$ cat config.mk
export PLATFORM = sky130hd
export DESIGN_NAME = rope_step_scheduler
export DESIGN_NICKNAME = d
export VERILOG_FILES = /design/src/rtl/rope_step_scheduler.sv
export SDC_FILE = /design/constraint.sdc
export NUM_CORES = 2
export LEC_CHECK = 0
export CAP_MARGIN = 20
export CORE_ASPECT_RATIO = 0.7
export CORE_UTILIZATION = 30
export DETAILED_ROUTE_END_ITERATION = 10
export PLACE_DENSITY = 0.55
export SYNTH_ARGS = -nofsm -noshare
export SYNTH_HDL_FRONTEND = slang
export SYNTH_SLANG_ARGS = --single-unit
$ cat constraint.sdc
create_clock -name clk -period 78.8 [get_ports clk]
set_input_delay 7.88 -clock clk [delete_from_list [all_inputs] [get_ports clk]]
set_output_delay 7.88 -clock clk [all_outputs]
set_load 0.03 [all_outputs]
$ cat src/rtl/rope_step_scheduler.sv
// rope_step_scheduler
// Per-frame sequencer for the rope physics array. On frame_start it latches the
// mouse anchor. It then issues one integrate step and RELAX_PASSES relax steps,
// and waits for every core to acknowledge each step. After the last step it
// copies the settled node positions into the back snapshot bank and swaps
// banks, so the renderer always reads a complete frame.
//
// Ports
//   clk, reset            system clock, async active-high reset
//   frame_start           vsync pulse, one cycle per frame
//   in_mouse_x/y          mouse position in pixels (10 bit)
//   core_done             per-core step-complete pulses
//   nodes_x/y             live node coordinates, node k at [10k+9:10k]
//   core_step/core_phase  step issue pulse and phase (0 integrate, 1 relax)
//   mouse_x/y             latched anchor, fixed point {10'b0, px, 12'b0}
//   rd_idx, rd_x/y        renderer read port on the front bank, 1-cycle latency
//   busy                  FSM not idle
//   frame_ready           pulses in the cycle the new front bank takes effect
//   overrun_cnt           saturating count of dropped frame_start pulses
//   timeout_err           sticky, set when a step is not acknowledged in time
//
// state  | meaning
// IDLE   | waiting for frame_start
// LATCH  | capture mouse anchor, reset pass counter and phase
// ISSUE  | pulse core_step with current phase, restart done tracking
// WAIT   | collect core_done bits, watch the acknowledge timer
// COPY   | copy one node per cycle into the back bank
// SWAP   | toggle the front bank, frame_ready follows

module rope_step_scheduler #(
   parameter int CORES          = 4,
   parameter int NODES_PER_CORE = 5,
   parameter int RELAX_PASSES   = 3,
   parameter int TIMEOUT        = 1023
) (
   input  logic                                        clk,
   input  logic                                        reset,
   input  logic                                        frame_start,
   input  logic [9:0]                                  in_mouse_x,
   input  logic [9:0]                                  in_mouse_y,
   input  logic [CORES-1:0]                            core_done,
   input  logic [CORES*NODES_PER_CORE*10-1:0]          nodes_x,
   input  logic [CORES*NODES_PER_CORE*10-1:0]          nodes_y,
   output logic                                        core_step,
   output logic                                        core_phase,
   output logic [31:0]                                 mouse_x,
   output logic [31:0]                                 mouse_y,
   input  logic [$clog2(CORES*NODES_PER_CORE)-1:0]     rd_idx,
   output logic [9:0]                                  rd_x,
   output logic [9:0]                                  rd_y,
   output logic                                        busy,
   output logic                                        frame_ready,
   output logic [7:0]                                  overrun_cnt,
   output logic                                        timeout_err
);

   localparam int N      = CORES * NODES_PER_CORE;
   localparam int IDX_W  = $clog2(N);
   localparam int TMR_W  = $clog2(TIMEOUT + 1);
   localparam int PASS_W = $clog2(RELAX_PASSES + 1);

   typedef enum logic [2:0] {
      S_IDLE, S_LATCH, S_ISSUE, S_WAIT, S_COPY, S_SWAP
   } state_t;

   state_t             state_q, state_d;
   logic               phase_q, phase_d;
   logic [PASS_W-1:0]  pass_cnt_q, pass_cnt_d;
   logic [CORES-1:0]   done_seen_q, done_seen_d;
   logic [TMR_W-1:0]   timer_q, timer_d;
   logic [IDX_W-1:0]   cpy_idx_q, cpy_idx_d;
   logic               front_q, front_d;
   logic [9:0]         bank_x_q [2][N];
   logic [9:0]         bank_x_d [2][N];
   logic [9:0]         bank_y_q [2][N];
   logic [9:0]         bank_y_d [2][N];

   logic               core_step_q, core_step_d;
   logic               core_phase_q, core_phase_d;
   logic [31:0]        mouse_x_q, mouse_x_d;
   logic [31:0]        mouse_y_q, mouse_y_d;
   logic [9:0]         rd_x_q, rd_x_d;
   logic [9:0]         rd_y_q, rd_y_d;
   logic               busy_q, busy_d;
   logic               frame_ready_q, frame_ready_d;
   logic [7:0]         overrun_cnt_q, overrun_cnt_d;
   logic               timeout_err_q, timeout_err_d;

   always_comb begin
      state_d       = state_q;
      phase_d       = phase_q;
      pass_cnt_d    = pass_cnt_q;
      done_seen_d   = done_seen_q;
      timer_d       = timer_q;
      cpy_idx_d     = cpy_idx_q;
      front_d       = front_q;
      bank_x_d      = bank_x_q;
      bank_y_d      = bank_y_q;
      mouse_x_d     = mouse_x_q;
      mouse_y_d     = mouse_y_q;
      overrun_cnt_d = overrun_cnt_q;
      timeout_err_d = timeout_err_q;

      // A frame_start that cannot be honoured is only counted; the FSM keeps going.
      if (frame_start && (state_q != S_IDLE) && (overrun_cnt_q != 8'hFF))
         overrun_cnt_d = overrun_cnt_q + 8'd1;

      case (state_q)
         S_IDLE: begin
            if (frame_start)
               state_d = S_LATCH;
         end
         S_LATCH: begin
            mouse_x_d  = {10'b0, in_mouse_x, 12'b0};
            mouse_y_d  = {10'b0, in_mouse_y, 12'b0};
            pass_cnt_d = '0;
            phase_d    = 1'b0;
            state_d    = S_ISSUE;
         end
         S_ISSUE: begin
            done_seen_d = '0;
            timer_d     = TMR_W'(TIMEOUT);
            state_d     = S_WAIT;
         end
         S_WAIT: begin
            done_seen_d = done_seen_q | core_done;
            timer_d     = timer_q - TMR_W'(1);
            if (&done_seen_d) begin
               if (!phase_q) begin
                  phase_d    = 1'b1;
                  pass_cnt_d = '0;
                  state_d    = S_ISSUE;
               end else if (int'(pass_cnt_q) < RELAX_PASSES - 1) begin
                  pass_cnt_d = pass_cnt_q + PASS_W'(1);
                  state_d    = S_ISSUE;
               end else begin
                  cpy_idx_d = '0;
                  state_d   = S_COPY;
               end
            end else if (timer_q == TMR_W'(1)) begin
               // Terminal count: TIMEOUT wait cycles have elapsed without completion.
               timeout_err_d = 1'b1;
               state_d       = S_IDLE;
            end
         end
         S_COPY: begin
            bank_x_d[!front_q][cpy_idx_q] = nodes_x[cpy_idx_q*10 +: 10];
            bank_y_d[!front_q][cpy_idx_q] = nodes_y[cpy_idx_q*10 +: 10];
            if (cpy_idx_q == IDX_W'(N - 1)) begin
               cpy_idx_d = '0;
               state_d   = S_SWAP;
            end else begin
               cpy_idx_d = cpy_idx_q + IDX_W'(1);
            end
         end
         S_SWAP: begin
            front_d = !front_q;
            state_d = S_IDLE;
         end
         default: state_d = S_IDLE;
      endcase

      // Outputs are registered from the next state so core_step lines up with ISSUE.
      core_step_d   = (state_d == S_ISSUE);
      core_phase_d  = (state_d == S_ISSUE) ? phase_d : core_phase_q;
      busy_d        = (state_d != S_IDLE);
      frame_ready_d = (state_q == S_SWAP);

      // Reads use the current front, so a read during SWAP still sees the old bank.
      rd_x_d = '0;
      rd_y_d = '0;
      if (int'(rd_idx) < N) begin
         rd_x_d = bank_x_q[front_q][rd_idx];
         rd_y_d = bank_y_q[front_q][rd_idx];
      end
   end

   always_ff @(posedge clk or posedge reset) begin
      if (reset) begin
         state_q       <= S_IDLE;
         phase_q       <= 1'b0;
         pass_cnt_q    <= '0;
         done_seen_q   <= '0;
         timer_q       <= '0;
         cpy_idx_q     <= '0;
         front_q       <= 1'b0;
         for (int b = 0; b < 2; b++) begin
            for (int i = 0; i < N; i++) begin
               bank_x_q[b][i] <= '0;
               bank_y_q[b][i] <= '0;
            end
         end
         core_step_q   <= 1'b0;
         core_phase_q  <= 1'b0;
         mouse_x_q     <= '0;
         mouse_y_q     <= '0;
         rd_x_q        <= '0;
         rd_y_q        <= '0;
         busy_q        <= 1'b0;
         frame_ready_q <= 1'b0;
         overrun_cnt_q <= '0;
         timeout_err_q <= 1'b0;
      end else begin
         state_q       <= state_d;
         phase_q       <= phase_d;
         pass_cnt_q    <= pass_cnt_d;
         done_seen_q   <= done_seen_d;
         timer_q       <= timer_d;
         cpy_idx_q     <= cpy_idx_d;
         front_q       <= front_d;
         bank_x_q      <= bank_x_d;
         bank_y_q      <= bank_y_d;
         core_step_q   <= core_step_d;
         core_phase_q  <= core_phase_d;
         mouse_x_q     <= mouse_x_d;
         mouse_y_q     <= mouse_y_d;
         rd_x_q        <= rd_x_d;
         rd_y_q        <= rd_y_d;
         busy_q        <= busy_d;
         frame_ready_q <= frame_ready_d;
         overrun_cnt_q <= overrun_cnt_d;
         timeout_err_q <= timeout_err_d;
      end
   end

   assign core_step   = core_step_q;
   assign core_phase  = core_phase_q;
   assign mouse_x     = mouse_x_q;
   assign mouse_y     = mouse_y_q;
   assign rd_x        = rd_x_q;
   assign rd_y        = rd_y_q;
   assign busy        = busy_q;
   assign frame_ready = frame_ready_q;
   assign overrun_cnt = overrun_cnt_q;
   assign timeout_err = timeout_err_q;

endmodule

-- Word level (Yosys, flattened, before mapping)
Index checks and enable logic that the tools add are counted.
- output and inout bits: 97
- register bits: 879
- logic and storage cells: 186
- bits of input ports: 432
- bitwise gates (word level): 6
- $mul: 1
- equal/unequal tests: 13
- magnitude comparators: 8
- reductions and logical operators: 15
- shift operators: 2
- add/subtract/negate cells: 4
- muxes and demuxes: 40
- operator list (operator ; number):
    200-bit two-way mux ; 7
    400-bit bitwise mux ; 2
    200-bit by 10-bit variable part select with 10-bit output ; 2
    200-bit demux with 1-bit select ; 1
    10-bit binary-select mux with 5-bit select ; 2
    10-bit two-way mux ; 7
    10-bit demux with 5-bit select ; 1
    5-bit two-way mux ; 4
    10-bit one-hot mux with 2 select lines ; 1
    3-bit two-way mux ; 6
    3-bit one-hot mux with 5 select lines ; 1
    6-bit >= comparator, second input constant ; 2
    5-bit inverter with 6-bit output ; 2
    10-bit by 1-bit equality test with 1-bit output, second input constant ; 1
    5-bit one-hot mux with 2 select lines ; 1
    10-bit by 1-bit subtractor with 10-bit output, second input constant ; 1
    3-bit by 2-bit equality test with 1-bit output, second input constant ; 3
    8-bit by 1-bit adder with 8-bit output, second input constant ; 1
    5-bit by 3-bit multiplier with 8-bit output, second input constant ; 1
    8-bit != test, second input constant ; 1
    4-bit one-hot mux with 2 select lines ; 1
    4-bit AND reduction ; 2
    3-bit equality test, second input constant ; 2
    6-bit by 1-bit < comparator with 1-bit output, second input constant ; 1
    23 further kinds ; 36

-- Logic depth before layout (Yosys ltp)
- word-level depth: 8
- gate-level depth with buffers: 10
- gate-level depth less buffers: 7

-- Least setup slack after synthesis
Ideal clock, no wire load.
- path kind: input-to-reg
- from: in rd_idx[0]
- to: reg rd_x_q[1] (netlist: rd_x[1])
- data arrival time: 9.246 ns
- required time: 78.662 ns
- library setup time: 0.138 ns
- path buffers: 2
- setup slack: 69.416 ns
- stages on the path: 7
- path through: buf_6 buf_4 mux4_2 o21ai_0 o22ai_1 nor4_1 o22ai_1
- longest elaborated chain between the ends: 5
- elaborated cells on any way between the ends: 6
- those cells by class: order compare (1); mux (4); bitwise (1)
- RTL lines (item ; line ; text):
    from (decl) ; 48 ; input logic [$clog2(CORES*NODES_PER_CORE)-1:0] rd_idx,
    5-bit inverter with 6-bit output (implied by the code) ; 173 ; rd_x_d = bank_x_q[front_q][rd_idx];
    10-bit binary-select mux with 5-bit select ; 173 ;
    10-bit two-way mux (implied by the code) (2 in a row) ; 173 ;
    10-bit two-way mux (*) ; 172 ; if (int'(rd_idx) < N) begin
    named net rd_x_d[1] ; 82 ; logic [9:0] rd_x_q, rd_x_d;
    to (signal assigned) ; 217 ; rd_x_q <= rd_x_d;
    to (decl) ; 82 ;
Mark *: on every way through the listed nets, which the timed path passes. The rest lies on a longest branch. The select of a mux whose other input is x is not followed.
A chain may end at the register's enable or synchronous reset.

==> summary.md <==
| Metric | Value |
|---|---|
| Worst Tran Pin Value | `around 1.1 ns` |
| # resized after CTS | `0` |
| Combinational fraction of design power | `approximately a quarter` |
| Flop pwr share | `39.8%` |
| IO Pins | `529` |
| Commonest non-fill, non-tap cells in the layout | `875 x dfrtp_1, 534 x mux2_2, 482 x clkdlybuf4s50_1, 239 x nand2_1, 224 x mux4_2` |
| Switching Fraction | `32.49%` |
| Cells after Synth | `3,162` |
| Pre-antenna DRT Iters | `10` |
| CTS H-tree lvls | `3` |
| Layout cells sized above 1 | `approximately 28%` |
| Core area | `0.1389 sq mm` |
| CP Class | `input pin to async pin` |
| Setup crit start kind | `input pin` |
| Initial Util | `30.45%` |
| Vias per std cell | `4.997` |
| Setup bufs post-CTS | `0` |
| DRT Wirelength | `around 120 mm` |
| Psw | `418.8 uW` |
| Leakage Power | `20.50 nW` |
| Maxcap violations | `0` |
| Area grow syn2layout | `21.38%` |
| RSZ-0062 raised after global routing | `false` |
| Reg2reg start | `front_q` |
| Utilization after layout | `36.96%` |
| CTS Buf Count | `88` |
| Worst hold path class | `flip-flop to flip-flop` |
| Pwr Total | `1.289 mW` |
| Synth async-reset ratio | `100.0%` |
| Hold Path End | `bank_x_q[181]` |
| Initial antenna violation count | `5` |
| Num Clock Sinks | `879` |
| Power Dens Cells | `25.10 mW/mm^2` |
| Syn Area/Cell | `13.38 sq um` |
| Min-Delay Startpoint | `bank_x_q[181]` |
| Max Slew Vio Count | `0` |
| Clock Skew | `about 0.023 ns` |
| Violations in the final reports | `DRC` |
| Die width | `450.8 microns` |
| Yosys cell types | `73` |
| Yosys warns | `0` |
| Slew HR | `between 20% and 30%` |
| Setup TNS | `0 ns` |
| Post-synth EDFFs | `0` |
| Clock Power Share | `between 30% and 40%` |
| DRC viols | `56` |
| Via count | `27,320` |
| Hold path depth | `2` |
| GRT Overall Usage | `17.08%` |
| Setup-failing EPs final | `0` |
| GRT overflow | `0` |
| Minimum clock period | `10.82 ns` |
| Die height | `316.2 microns` |
| Outcome | `finished, violations left` |
| CP max FO | `110` |
| Post-synthesis sequential area ratio | `51.99%` |
| Prevailing post-synth register cell | `dfrtp_1` |
| CTS tree | `yes` |
| Antenna Nets Post-Route | `0` |
| HPWL Detailed | `82.44 mm` |
| Largest net degree at the start of global routing | `~170` |
| Register bit total from synthesis | `879` |
| First-pass GRT wire length | `184.5 mm` |
| Port Buffer Count | `484` |
| Final hold viol count | `0` |
| R2r setup slk | `74.33 ns` |
| Die ar. | `0.1426 sq mm` |
| Number of DRC markers in iteration 0 | `2,145` |
| Filler cells | `roughly 13,000` |
| Placement-stage cell area | `0.04835 sq mm` |
| Finished Cell Area | `0.05135 sq mm` |
| Fin nets | `a little under 4,000` |
| Final setup margin | `about 70 ns` |
| Max Fclk | `92.41 MHz` |
| Worst IR Drop VDD | `0.02357 mV` |
| Critical Path AT | `11.47 ns` |
| Commonest non-fill, non-tap cell in the layout | `dfrtp_1` |
| Path depth of the worst reg2reg path | `7` |
| Worst Path Required | `between 70 and 80 ns` |
| Cts hold-fix bufs | `0` |
| Cell Rows | `around 110` |
| DP Cell Count | `5,300` |
| CTS Buffer Depth | `3` |
| Post-synthesis instance area | `between 0.04 and 0.05 sq mm` |
| Root Buffer Master | `clkbuf_16` |
| Final non-filler cell total | `5,468` |
| Post-Place Setup Slack | `67.08 ns` |
| RR Endpoint | `rd_y[3]` |
| Worst-Skew Late Latency | `0.69 ns` |
| Vias in the first global route | `28,440` |
| Worst setup EP type | `async pin` |
| CTS clk-pin slew, worst paths | `0.06 ns` |
| Final hold slack | `0.4745 ns` |
| Tcrit/Tclk final | `13.73%` |
| Gpl congestion | `0.7817` |
| P_int | `a little under 900 uW` |
| WL/cell | `approximately 22 microns` |
worst max path at each step:
stage           from       endpoint  slack [ns]  cells after the start
6_report       reset   bank_x_q[94]       67.98                      5
5_1_grt        reset  bank_x_q[296]       67.43                      5
4_1_cts        reset  bank_x_q[294]       67.83                      5
3_5_place_dp   reset  bank_x_q[116]       67.08                      5
3_3_place_gp   reset  bank_x_q[106]       67.11                      5
2_1_floorplan  reset    bank_x_q[0]       46.21                      1
flip-flops by register name (all words and copies together), names as in the netlist, 2 cells and up:
name	count
overrun_cnt	8
pass_cnt_q	2
mouse_y	10
mouse_x	10
cpy_idx_q	5
state_q	3
done_seen_q	4
bank_x_q	400
bank_y_q	400
rd_x	10
rd_y	10
timer_q	10
cells in the mapped netlist (11+ instances only):
| master | instances | share of area (%) |
|---|---|---|
| mux2i_1 | 108 | 2.6 |
| a22o_1 | 22 | 0.46 |
| clkbuf_1 | 78 | 0.69 |
| nor4_1 | 11 | 0.16 |
| nor3b_1 | 17 | 0.30 |
| o21ai_0 | 222 | 2.6 |
| nand2_1 | 253 | 2.2 |
| nor2_1 | 160 | 1.4 |
| a211oi_1 | 26 | 0.46 |
| mux4_2 | 224 | 12 |
| mux4_1 | 11 | 0.68 |
| a22oi_1 | 12 | 0.21 |
| dfrtp_1 | 879 | 52 |
| buf_2 | 103 | 1.2 |
| a21oi_1 | 132 | 1.6 |
| nor2b_1 | 27 | 0.40 |
| buf_4 | 79 | 1.4 |
| o221ai_1 | 13 | 0.27 |
| a2111oi_0 | 17 | 0.35 |
| o22ai_1 | 44 | 0.65 |
| mux2_2 | 534 | 14 |
| mux2i_2 | 13 | 0.42 |
| buf_6 | 21 | 0.56 |
power by group through the flow:
stage | sequential [mW] | combinational, mW | clock, mW
2_1_floorplan | 0.517 | 0.243 | 0
3_3_place_gp | 0.522 | 0.350 | 0
3_5_place_dp | 0.522 | 0.350 | 0
4_1_cts | 0.515 | 0.351 | 0.444
5_1_grt | 0.519 | 0.373 | 0.462
6_report | 0.513 | 0.344 | 0.432
metal layers:
| layer | vias up | wire length (microns) | global-route usage (%) |
|---|---|---|---|
| met5 | - | 13 | 0 |
| met4 | 2 | 2232 | 3.695 |
| met3 | 141 | 5993 | 3.377 |
| met2 | 604 | 55790 | 26.47 |
| met1 | 14250 | 57390 | 24.70 |
| li1 | 12330 | - | - |
area by class of cell:
type | instances | area [sq um] | area share (%)
diodes | 3 | 7.507 | 0.01462
clock buffers | 128 | 2584 | 5.031
clock inverters | 33 | 340.3 | 0.6627
inverters | 10 | 45.04 | 0.08771
multi-input cells | 2017 | 18680 | 36.38
flip-flops and latches | 879 | 22010 | 42.86
well taps | 1856 | 2322 | 4.522
repair buffers | 542 | 5364 | 10.45
cell families after synthesis:
kind of cell / after synthesis / share of synthesized area, %
buf+inv: 309 / 4.430
compound gates: 518 / 7.148
other cells: 1 / 0.008864
fa+ha+maj: 7 / 0.2070
simple gates: 535 / 5.699
xor+xnor: 14 / 0.2898
flops: 879 / 51.99
mux: 899 / 30.23
critical path: stages:
cell and delay, ns:
clkdlybuf4s50_1 0.49, inv_8 0.54, buf_4 0.66, buf_4 0.78
buf_4 0.87
Power figures use the tool's default switching activity.
